## config.mk

```make
export PLATFORM = sky130hd
export DESIGN_NAME = mem_access_ctrl
export DESIGN_NICKNAME = d
export VERILOG_FILES = /design/src/rtl/mem_access_ctrl.sv
export SDC_FILE = /design/constraint.sdc
export NUM_CORES = 1
export LEC_CHECK = 0
export BUFFER_PORTS_ARGS = -buffer_cell sky130_fd_sc_hd__buf_2
export CAP_MARGIN = 20
export CORE_AREA = 2 2 81 83
export CTS_CLUSTER_SIZE = 8
export DETAILED_ROUTE_END_ITERATION = 7
export DIE_AREA = 0 0 83 85
export GPL_TIMING_DRIVEN = 0
export PLACE_DENSITY_LB_ADDON = 0.12
export SYNTH_ARGS = -nofsm -noshare
export SYNTH_HDL_FRONTEND = slang
export SYNTH_SLANG_ARGS = --single-unit
```

## constraint.sdc

```tcl
create_clock -name Clock -period 3.06 [get_ports Clock]
set_input_delay 0.612 -clock Clock [delete_from_list [all_inputs] [get_ports Clock]]
set_output_delay 0.612 -clock Clock [all_outputs]
set_load 0.05 [all_outputs]
```

## src/rtl/mem_access_ctrl.sv

```systemverilog
// mem_access_ctrl: single-outstanding CPU load/store bridge to a
// fixed-latency word memory, with optional address checking.
// Params : DEPTH_WORDS (memory words), RD_LAT (read latency 1..3)
// Ports  : Clock, Reset (sync, active-high)
//          Req_Valid/Req_Ready/Req_Write/Req_Addr/Req_WData  CPU request
//          Resp_Valid/Resp_Ready/Resp_RData/Resp_Err         CPU response
//          Mem_Addr/Mem_En_R/Mem_En_W/Mem_Data_W/Mem_Data_R  memory side
//          Err_Count  saturating count of errored requests
// Macro  : MEM_ADDR_CHECK_EN enables misalign/range error detection.
module mem_access_ctrl #(
  parameter int DEPTH_WORDS = 256,
  parameter int RD_LAT      = 2
) (
  input  logic        Clock,
  input  logic        Reset,
  input  logic        Req_Valid,
  output logic        Req_Ready,
  input  logic        Req_Write,
  input  logic [31:0] Req_Addr,
  input  logic [31:0] Req_WData,
  output logic        Resp_Valid,
  input  logic        Resp_Ready,
  output logic [31:0] Resp_RData,
  output logic        Resp_Err,
  output logic [29:0] Mem_Addr,
  output logic        Mem_En_R,
  output logic        Mem_En_W,
  output logic [31:0] Mem_Data_W,
  input  logic [31:0] Mem_Data_R,
  output logic [7:0]  Err_Count
);

  typedef enum logic [1:0] {
    IDLE,
    RD_WAIT,
    RESP
  } state_t;

  localparam logic [1:0] LAT_M1 = 2'(RD_LAT - 1);

  state_t      r_state;
  state_t      w_next;
  logic [1:0]  r_cnt;
  logic [31:0] r_rdata;
  logic        r_err;
  logic [7:0]  r_err_cnt;
  logic        w_err;
  logic        w_accept;

`ifdef MEM_ADDR_CHECK_EN
  assign w_err = (Req_Addr[1:0] != 2'b00) ||
                 ({2'b00, Req_Addr[31:2]} >= 32'(DEPTH_WORDS));
`else
  logic w_unused;
  assign w_err    = 1'b0;
  assign w_unused = ^{Req_Addr[1:0], 32'(DEPTH_WORDS)};
`endif

  assign Req_Ready  = (r_state == IDLE) && !Reset;
  assign w_accept   = Req_Valid && Req_Ready;
  assign Mem_Addr   = Req_Addr[31:2];
  assign Mem_Data_W = Req_WData;
  assign Mem_En_W   = w_accept && Req_Write && !w_err;
  assign Mem_En_R   = w_accept && !Req_Write && !w_err;
  assign Resp_Valid = (r_state == RESP);
  assign Resp_RData = r_rdata;
  assign Resp_Err   = r_err;
  assign Err_Count  = r_err_cnt;

  always_comb begin
    w_next = r_state;
    unique case (r_state)
      IDLE: begin
        if (w_accept) begin
          // stores and rejected requests answer next cycle
          if (Req_Write || w_err) w_next = RESP;
          else                    w_next = RD_WAIT;
        end
      end
      RD_WAIT: begin
        if (r_cnt == LAT_M1) w_next = RESP;
      end
      RESP: begin
        if (Resp_Ready) w_next = IDLE;
      end
      default: w_next = IDLE;
    endcase
  end

  always_ff @(posedge Clock) begin
    if (Reset) begin
      r_state   <= IDLE;
      r_cnt     <= 2'd0;
      r_rdata   <= 32'd0;
      r_err     <= 1'b0;
      r_err_cnt <= 8'd0;
    end else begin
      r_state <= w_next;
      if (w_accept) begin
        r_cnt   <= 2'd0;
        r_rdata <= 32'd0;
        r_err   <= w_err;
        if (w_err && r_err_cnt != 8'hFF)
          r_err_cnt <= r_err_cnt + 8'd1;
      end
      // last wait cycle is when memory presents the read data
      if (r_state == RD_WAIT) begin
        if (r_cnt == LAT_M1) r_rdata <= Mem_Data_R;
        else                 r_cnt   <= r_cnt + 2'd1;
      end
    end
  end

endmodule

```

# Word-level counts from Yosys, hierarchy flattened
# Cells that the tools add are included.
# W data, S select, Z words.
op_classes:
  eq_ne: 6
  mux: 11
  reduce_logical: 8
  addsub: 1
op_table:
  columns: ["cell", "n"]
  rows:
  - ["$mux W32", 3]
  - ["$mux W2", 7]
  - ["$pmux W2 S3", 1]
  - ["$eq A2 B1 Y1 const B", 2]
  - ["$logic_and A1 B1 Y1", 4]
  - ["$ne A2 B2 Y1 const B", 2]
  - ["$reduce_and A3 Y1", 1]
  - ["$add A2 B1 Y2 const B", 1]
  - ["$eq A2 B2 Y1 const B", 1]
  - ["$logic_not A1 Y1", 2]
  - ["$logic_not A2 Y1", 1]
  - ["$ne A2 B1 Y1 const B", 1]
word_totals:
  output_inout_bits: 107
  wordCells: 29
  in_bits: 101
  register_bits: 36

# Depth between registers and ports, before layout
# Gate-level depths: netlist (run 1).
depth:
  depth_word: 6
  ltp_mapped: 6
  depth_no_buf: 3

# Least setup slack after synthesis (run 1)
# No wires, ideal clock.
synth_path:
  path_type: "input to output"
  start: "input port Reset"
  end: "output port Req_Ready"
  path_buffers: 1
  required_ns: 2.448
  t_arrival_ns: 1.818
  setup_slack_ns: 0.630
  path_stages: 2
  cell_sequence: "buf_2 > nor3_1"
synth_between:
  elab_chain_len: 2
synth_lines:
  columns: ["element", "line_no", "text"]
  rows:
  - ["start, declared", "15", "input logic Reset,"]
  - ["$logic_not A1 Y1", "59", "assign Req_Ready = (r_state == IDLE) && !Reset;"]
  - ["$logic_and A1 B1 Y1", "59", null]
  - ["end, declared", "17", "output logic Req_Ready,"]
# Every way passes these cells.

# Worst setup path after layout (run 1)
layout_path:
  start: "input port Req_Valid"
  end: "output port Mem_En_W"
layout_between:
  elab_chain_len: 2
layout_lines:
  columns: ["element", "line_no", "text"]
  rows:
  - ["start, declared", "16", "input logic Req_Valid,"]
  - ["$logic_and A1 B1 Y1", "60", "assign w_accept = Req_Valid && Req_Ready;"]
  - ["$logic_and A1 B1 Y1", "63", "assign Mem_En_W = w_accept && Req_Write && !w_err;"]
  - ["end, declared", "27", "output logic Mem_En_W,"]
# Every way passes these cells.

==> impl_metrics.json, run 1 <==
{
  "status": "finished, final reports clean",
  "hpwl_um": 3770,
  "syn_area_per_cell_sq_um": 10.4,
  "finClkSkew_ps": 5.40,
  "grt_max_degree": 13,
  "period_needed_ps": 2120,
  "seq_area_frac_synth": 0.400,
  "startpoint_type": "primary input",
  "rr_startpoint": "r_state[0]$_SDFFE_PP0P_",
  "hold_viol": 0,
  "multi_input_comb_area_sq_um": 474,
  "finalSetupTns_ps": 0,
  "num_rows": 29,
  "n_antenna_cell": 0,
  "grt_pass1_vias": 1437,
  "cp-end-kind": "output pin",
  "max_cap_violations": 0,
  "maxSlewViolCount": 0,
  "viasPerCell": 4.11,
  "synth_cells": 174,
  "drc_errors": 0,
  "synthArstFlopShare": 0,
  "arrival_ps": 1510,
  "ys_types": 24,
  "start_util": 0.290,
  "overflow": 0,
  "min_from": "Resp_RData[12]$_SDFF_PP0_",
  "clk_pin_slew_ps": 70,
  "crit_type": "primary input to output pin",
  "die_h_um": 85,
  "cts.sinks": 36,
  "h-tree-depth": 2,
  "ys.flop_type": "dfxtp_1",
  "totalWireLength_um": 4610,
  "rsz0062_at_grt": "false",
  "syn2layout_area_growth_pct": 50.1,
  "worst_skew_pair.late_latency_ps": 280,
  "post-place-ws_ps": 928,
  "finalCritPeriodShare": 0.693,
  "grtUsageMet1": 0.139,
  "required_ps": 2450,
  "root_buffer": "clkbuf_8",
  "cts_tree": "built",
  "startpoint": "Req_Valid",
  "leakagePower_nw": 1.52,
  "hp-class": "flip-flop to flip-flop",
  "place.port_buffers": 133,
  "grt-busiest-layer": "met2",
  "vdd_drop_max_mv": 0.222,
  "syn-cell-area_sq_um": 1800,
  "die_area_sq_um": 7060,
  "clockBufferDepth": 2,
  "fin_ws_ps": 938,
  "p_per_area_nw_per_um2": 475,
  "detail_route.first_pass.iterations": 4,
  "setup_violations": 0,
  "grtUsageMet3": 0.0418,
  "grt_usage": 0.119,
  "regArea_sq_um": 721,
  "cts_setup_buffers": 0,
  "drtIter0Drc": 22,
  "fin_nets": 423,
  "fp.coreArea_sq_um": 6200,
  "num-fill-cells": 608,
  "top_level_ports": 208,
  "antenna_found_initial": 0,
  "gp_congestion": 0.772,
  "drive_above_1_share": 0.697,
  "via_count": 1645,
  "cp_max_fo": 4,
  "regToRegSetupSlack_ps": 1660,
  "ctsResizeCount": 0,
  "cts_buffers": 5,
  "die_w_um": 83,
  "max_freq_ghz": 0.471,
  "synth_enable_flop_cells": 0,
  "routedWlPerCell_um": 11.5,
  "grtUsageMet2": 0.205,
  "yosysWarningCount": 0,
  "holdBufCountCts": 0,
  "synth_seq_cells": 36,
  "postRouteAntennaNets": 0,
  "grt_pass1_wl_um": 6810
}
[final cells by class]
class	instances	share of cell area
Sequential cell	36	0.266
Timing Repair Buffer	133	0.246
Buffer	81	0.234
Multi-Input combinational cell	64	0.175
Tap cell	77	0.0356
Clock buffer	5	0.0254
Clock inverter	3	0.0157
Inverter	1	0.00139
[synthesized netlist by cell type, types with 2 or more instances]
cell     instances  area (sq um)
buf_2            2          10.0
buf_4           71           533
buf_6            8          90.1
nor2b_1          2          12.5
nor3_1           2          10.0
nor2_1           3          11.3
a22o_1          32           280
dfxtp_1         36           721
and3_1           2          12.5
a21oi_1          2          10.0
[state kept, by name (all words and copies together), names as in the netlist]
| name | count |
|---|---|
| Resp_RData | 32 |
| r_cnt | 2 |
| r_state | 2 |
[worst max-delay path, cell delays in order]
cell	delay, ps
buf_2	110
nor2b_1	320
and3_1	210
buf_2	260
[report_power, final]
| group | leakage (nW) | internal, mW | switching, mW |
|---|---|---|---|
| Clock | 0.0541 | 0.241 | 0.173 |
| Sequential | 0.290 | 0.474 | 0.00276 |
| Combinational | 1.18 | 0.129 | 0.265 |
| Total | 1.52 | 0.844 | 0.441 |
[stage by stage]
step | instance area, sq um | hold WS, ps | utilization | total power [mW] | instances
2_1_floorplan | 1830 | 465 | - | 0.808 | 182
3_3_place_gp | 2590 | 451 | 0.418 | 0.883 | 392
3_5_place_dp | 2590 | 449 | 0.418 | 0.884 | 392
4_1_cts | 2710 | 475 | 0.436 | 1.30 | 400
5_1_grt | 2710 | 483 | 0.436 | 1.34 | 400
6_report | 2710 | 470 | 0.436 | 1.29 | 400
[layer usage]
metal | vias to the layer above | wire length [um] | part of all wire
li1 | 814 | - | -
met1 | 722 | 1820 | 0.39
met2 | 104 | 2300 | 0.50
met3 | 5 | 465 | 0.10
met4 | 0 | 34 | 0.0074
met5 | - | 0 | 0
[kinds of logic (layout without fill, tap and decap cells)]
group,count (synthesis),count (layout),synth area share
multiplexers,1,1,0.00556
AO/OA/AOI/OAI,38,38,0.184
other,1,9,0.00208
buffers and inverters,82,223,0.353
flip-flops,36,36,0.400
AND/OR/NAND/NOR,16,16,0.0549
[placed cells by master, fill, tap and decap left out]
cell type	netlist	layout
clkinv_2	0	1
buf_4	71	71
a21oi_1	2	2
dfxtp_1	36	36
nand2b_1	1	1
clkbuf_8	0	5
nor2b_1	2	2
nor3_1	2	2
conb_1	1	9
nor4_1	1	1
nand2_1	1	1
and2_4	1	1
bufinv_16	0	1
mux2i_1	1	1
o21a_1	1	1
nor2_1	3	3
and3_1	2	2
inv_1	1	1
o21ai_0	1	1
and3b_4	1	1
nand3b_1	1	1
buf_6	8	8
a211oi_1	1	1
clkinvlp_4	0	1
buf_2	2	135
a22o_1	32	32
nor3b_1	1	1
o31ai_4	1	1
[final timing paths]
path	endpoint	cells after the start
worst min register to register	Resp_RData[12]$_SDFF_PP0_	1
worst min-delay path	Resp_RData[12]$_SDFF_PP0_	1
worst max register to register	Resp_RData[15]$_SDFF_PP0_	6
worst max-delay path	Mem_En_W	4
No activity file was read; power rests on OpenSTA's default activity.
==> run 2: changes to the inputs <==
CORE_AREA = default   (was 2 2 81 83)
CORE_MARGIN = 2   (was default)
CORE_UTILIZATION = 30   (was default)
DIE_AREA = default   (was 0 0 83 85)
clock period = 1.85 ns   (was 3.06 ns; I/O delays follow)
==> impl_metrics.json, run 2 (synthesis results as in run 1) <==
{
  "final_core_util": 0.464,
  "crit_cells": 4,
  "hold_depth": 2,
  "period_needed_ps": 1720,
  "drtIter0Drc": 24,
  "fin_total_pwr_mw": 2.12,
  "syn2layout_area_growth_pct": 50.7,
  "worstPathCellList": "buf_6 > nor2b_2 > and3_1 > clkbuf_4",
  "die_w_um": 81.5,
  "via_count": 1626,
  "finalSetupTns_ps": 0,
  "gp_congestion": 0.726,
  "root_buffer": "clkbuf_8",
  "h-tree-depth": 2,
  "grt_pass1_vias": 1386,
  "startpoint_type": "flip-flop",
  "hpwl_um": 3630,
  "hp-class": "primary input to flip-flop",
  "grt_usage": 0.124,
  "viasPerCell": 4.09,
  "drc_errors": 0,
  "final_cell_mix": "buf_2, buf_4, dfxtp_1, a22o_1, conb_1",
  "cp-end-kind": "output pin",
  "cp_top_family": "simple AND/OR/NAND/NOR gates",
  "routedWlPerCell_um": 11.1,
  "fin_nets": 423,
  "num_rows": 28,
  "totalWireLength_um": 4400,
  "setup_violations": 0,
  "top_level_ports": 208,
  "postRouteAntennaNets": 0,
  "maxSlewViolCount": 0,
  "vdd_drop_max_mv": 0.435,
  "leakagePower_nw": 1.52,
  "finClkSkew_ps": 4.01,
  "grt_max_degree": 13,
  "cts_tree": "built",
  "clk_pin_slew_ps": 70,
  "overflow": 0,
  "fp.coreArea_sq_um": 5850,
  "required_ps": 1480,
  "final_common_cell": "buf_2",
  "r2r.worst_path.cells": 6,
  "arrival_ps": 1340,
  "p_per_area_nw_per_um2": 782,
  "cp_max_fo": 9,
  "cts_buffers": 5,
  "regToRegSetupSlack_ps": 450,
  "clockBufferDepth": 2,
  "detail_route.first_pass.iterations": 3,
  "crit_type": "flip-flop to output pin",
  "hold_viol": 0,
  "status": "finished, final reports clean",
  "cp_num_buf_inv": 2,
  "rr_startpoint": "r_state[0]$_SDFFE_PP0P_",
  "crit_end": "Mem_En_W",
  "fin_hold_ws_ps": 296,
  "die_h_um": 81.5,
  "cts_setup_buffers": 0,
  "finalCritPeriodShare": 0.927,
  "max_cap_violations": 0,
  "crit_path_top_delay_cell": "dfxtp_1",
  "start_util": 0.308,
  "n_antenna_cell": 0,
  "die_area_sq_um": 6640,
  "startpoint": "r_state[0]$_SDFFE_PP0P_",
  "place.port_buffers": 133,
  "reg2reg_to": "Resp_RData[23]$_SDFF_PP0_",
  "worst_skew_pair.late_latency_ps": 280,
  "max_stage_delay_ps": 310,
  "largest_reg_flops": 32,
  "rsz0062_at_grt": "false",
  "cts.sinks": 36,
  "grt_pass1_wl_um": 6310,
  "holdBufCountCts": 0,
  "max_freq_ghz": 0.583,
  "antenna_found_initial": 0,
  "drive_above_1_share": 0.703
}
## run 2: how the worst min path moves through the flow
stage / start / slack (ps) / endpoint
6_report: Mem_Data_R[31] / 300 / Resp_RData[31]$_SDFF_PP0_
5_1_grt: Mem_Data_R[31] / 280 / Resp_RData[31]$_SDFF_PP0_
4_1_cts: Mem_Data_R[17] / 280 / Resp_RData[17]$_SDFF_PP0_
3_5_place_dp: Resp_RData[1]$_SDFF_PP0_ / 450 / Resp_RData[1]$_SDFF_PP0_
3_3_place_gp: Resp_RData[6]$_SDFF_PP0_ / 450 / Resp_RData[6]$_SDFF_PP0_
2_1_floorplan: r_cnt[1]$_SDFF_PP0_ / 470 / r_cnt[1]$_SDFF_PP0_
## run 2: metal layers
metal | vias up | GRT usage | wire [um]
li1 | 809 | - | -
met1 | 703 | 0.137 | 1640
met2 | 108 | 0.214 | 2150
met3 | 6 | 0.0451 | 544
met4 | 0 | 0.0508 | 65
met5 | - | 0 | 0
## run 2: layout make-up
cell class,instances,area (sq um)
clock inverter,3,42.5
clock buffer,5,68.8
sequential,36,721
tap,75,93.8
inverter,1,3.75
multi-input combinational,64,482
fill,595,3140
buffer,81,633
timing repair buffer,133,671
## run 2: power by group
group	switching (mW)	leakage [nW]	total [mW]	internal, mW
sequential	0.00445	0.290	0.789	0.784
combinational	0.438	1.18	0.653	0.216
clock	0.284	0.0541	0.683	0.399
total	0.726	1.52	2.12	1.40
## run 2: worst reg2reg max path, cell delays in order (launching register included)
cell	delay (ps)
dfxtp_1	310
buf_6	130
and3b_4	210
and2_4	160
buf_6	120
buf_6	130
a22o_1	230
## run 2: timing repair
action	4_1_cts	5_1_grt
endpoints found under the setup margin	2	2
resized for setup	1	2
gates cloned	0	0
## run 2: metrics by stage
step / instance area (sq um) / setup WS (ps) / instances
6_report: 2720 / 135 / 398
5_1_grt: 2720 / 17.2 / 398
4_1_cts: 2710 / 86.0 / 398
3_5_place_dp: 2600 / 201 / 390
3_3_place_gp: 2600 / 214 / 390
2_1_floorplan: 1840 / 296 / 182
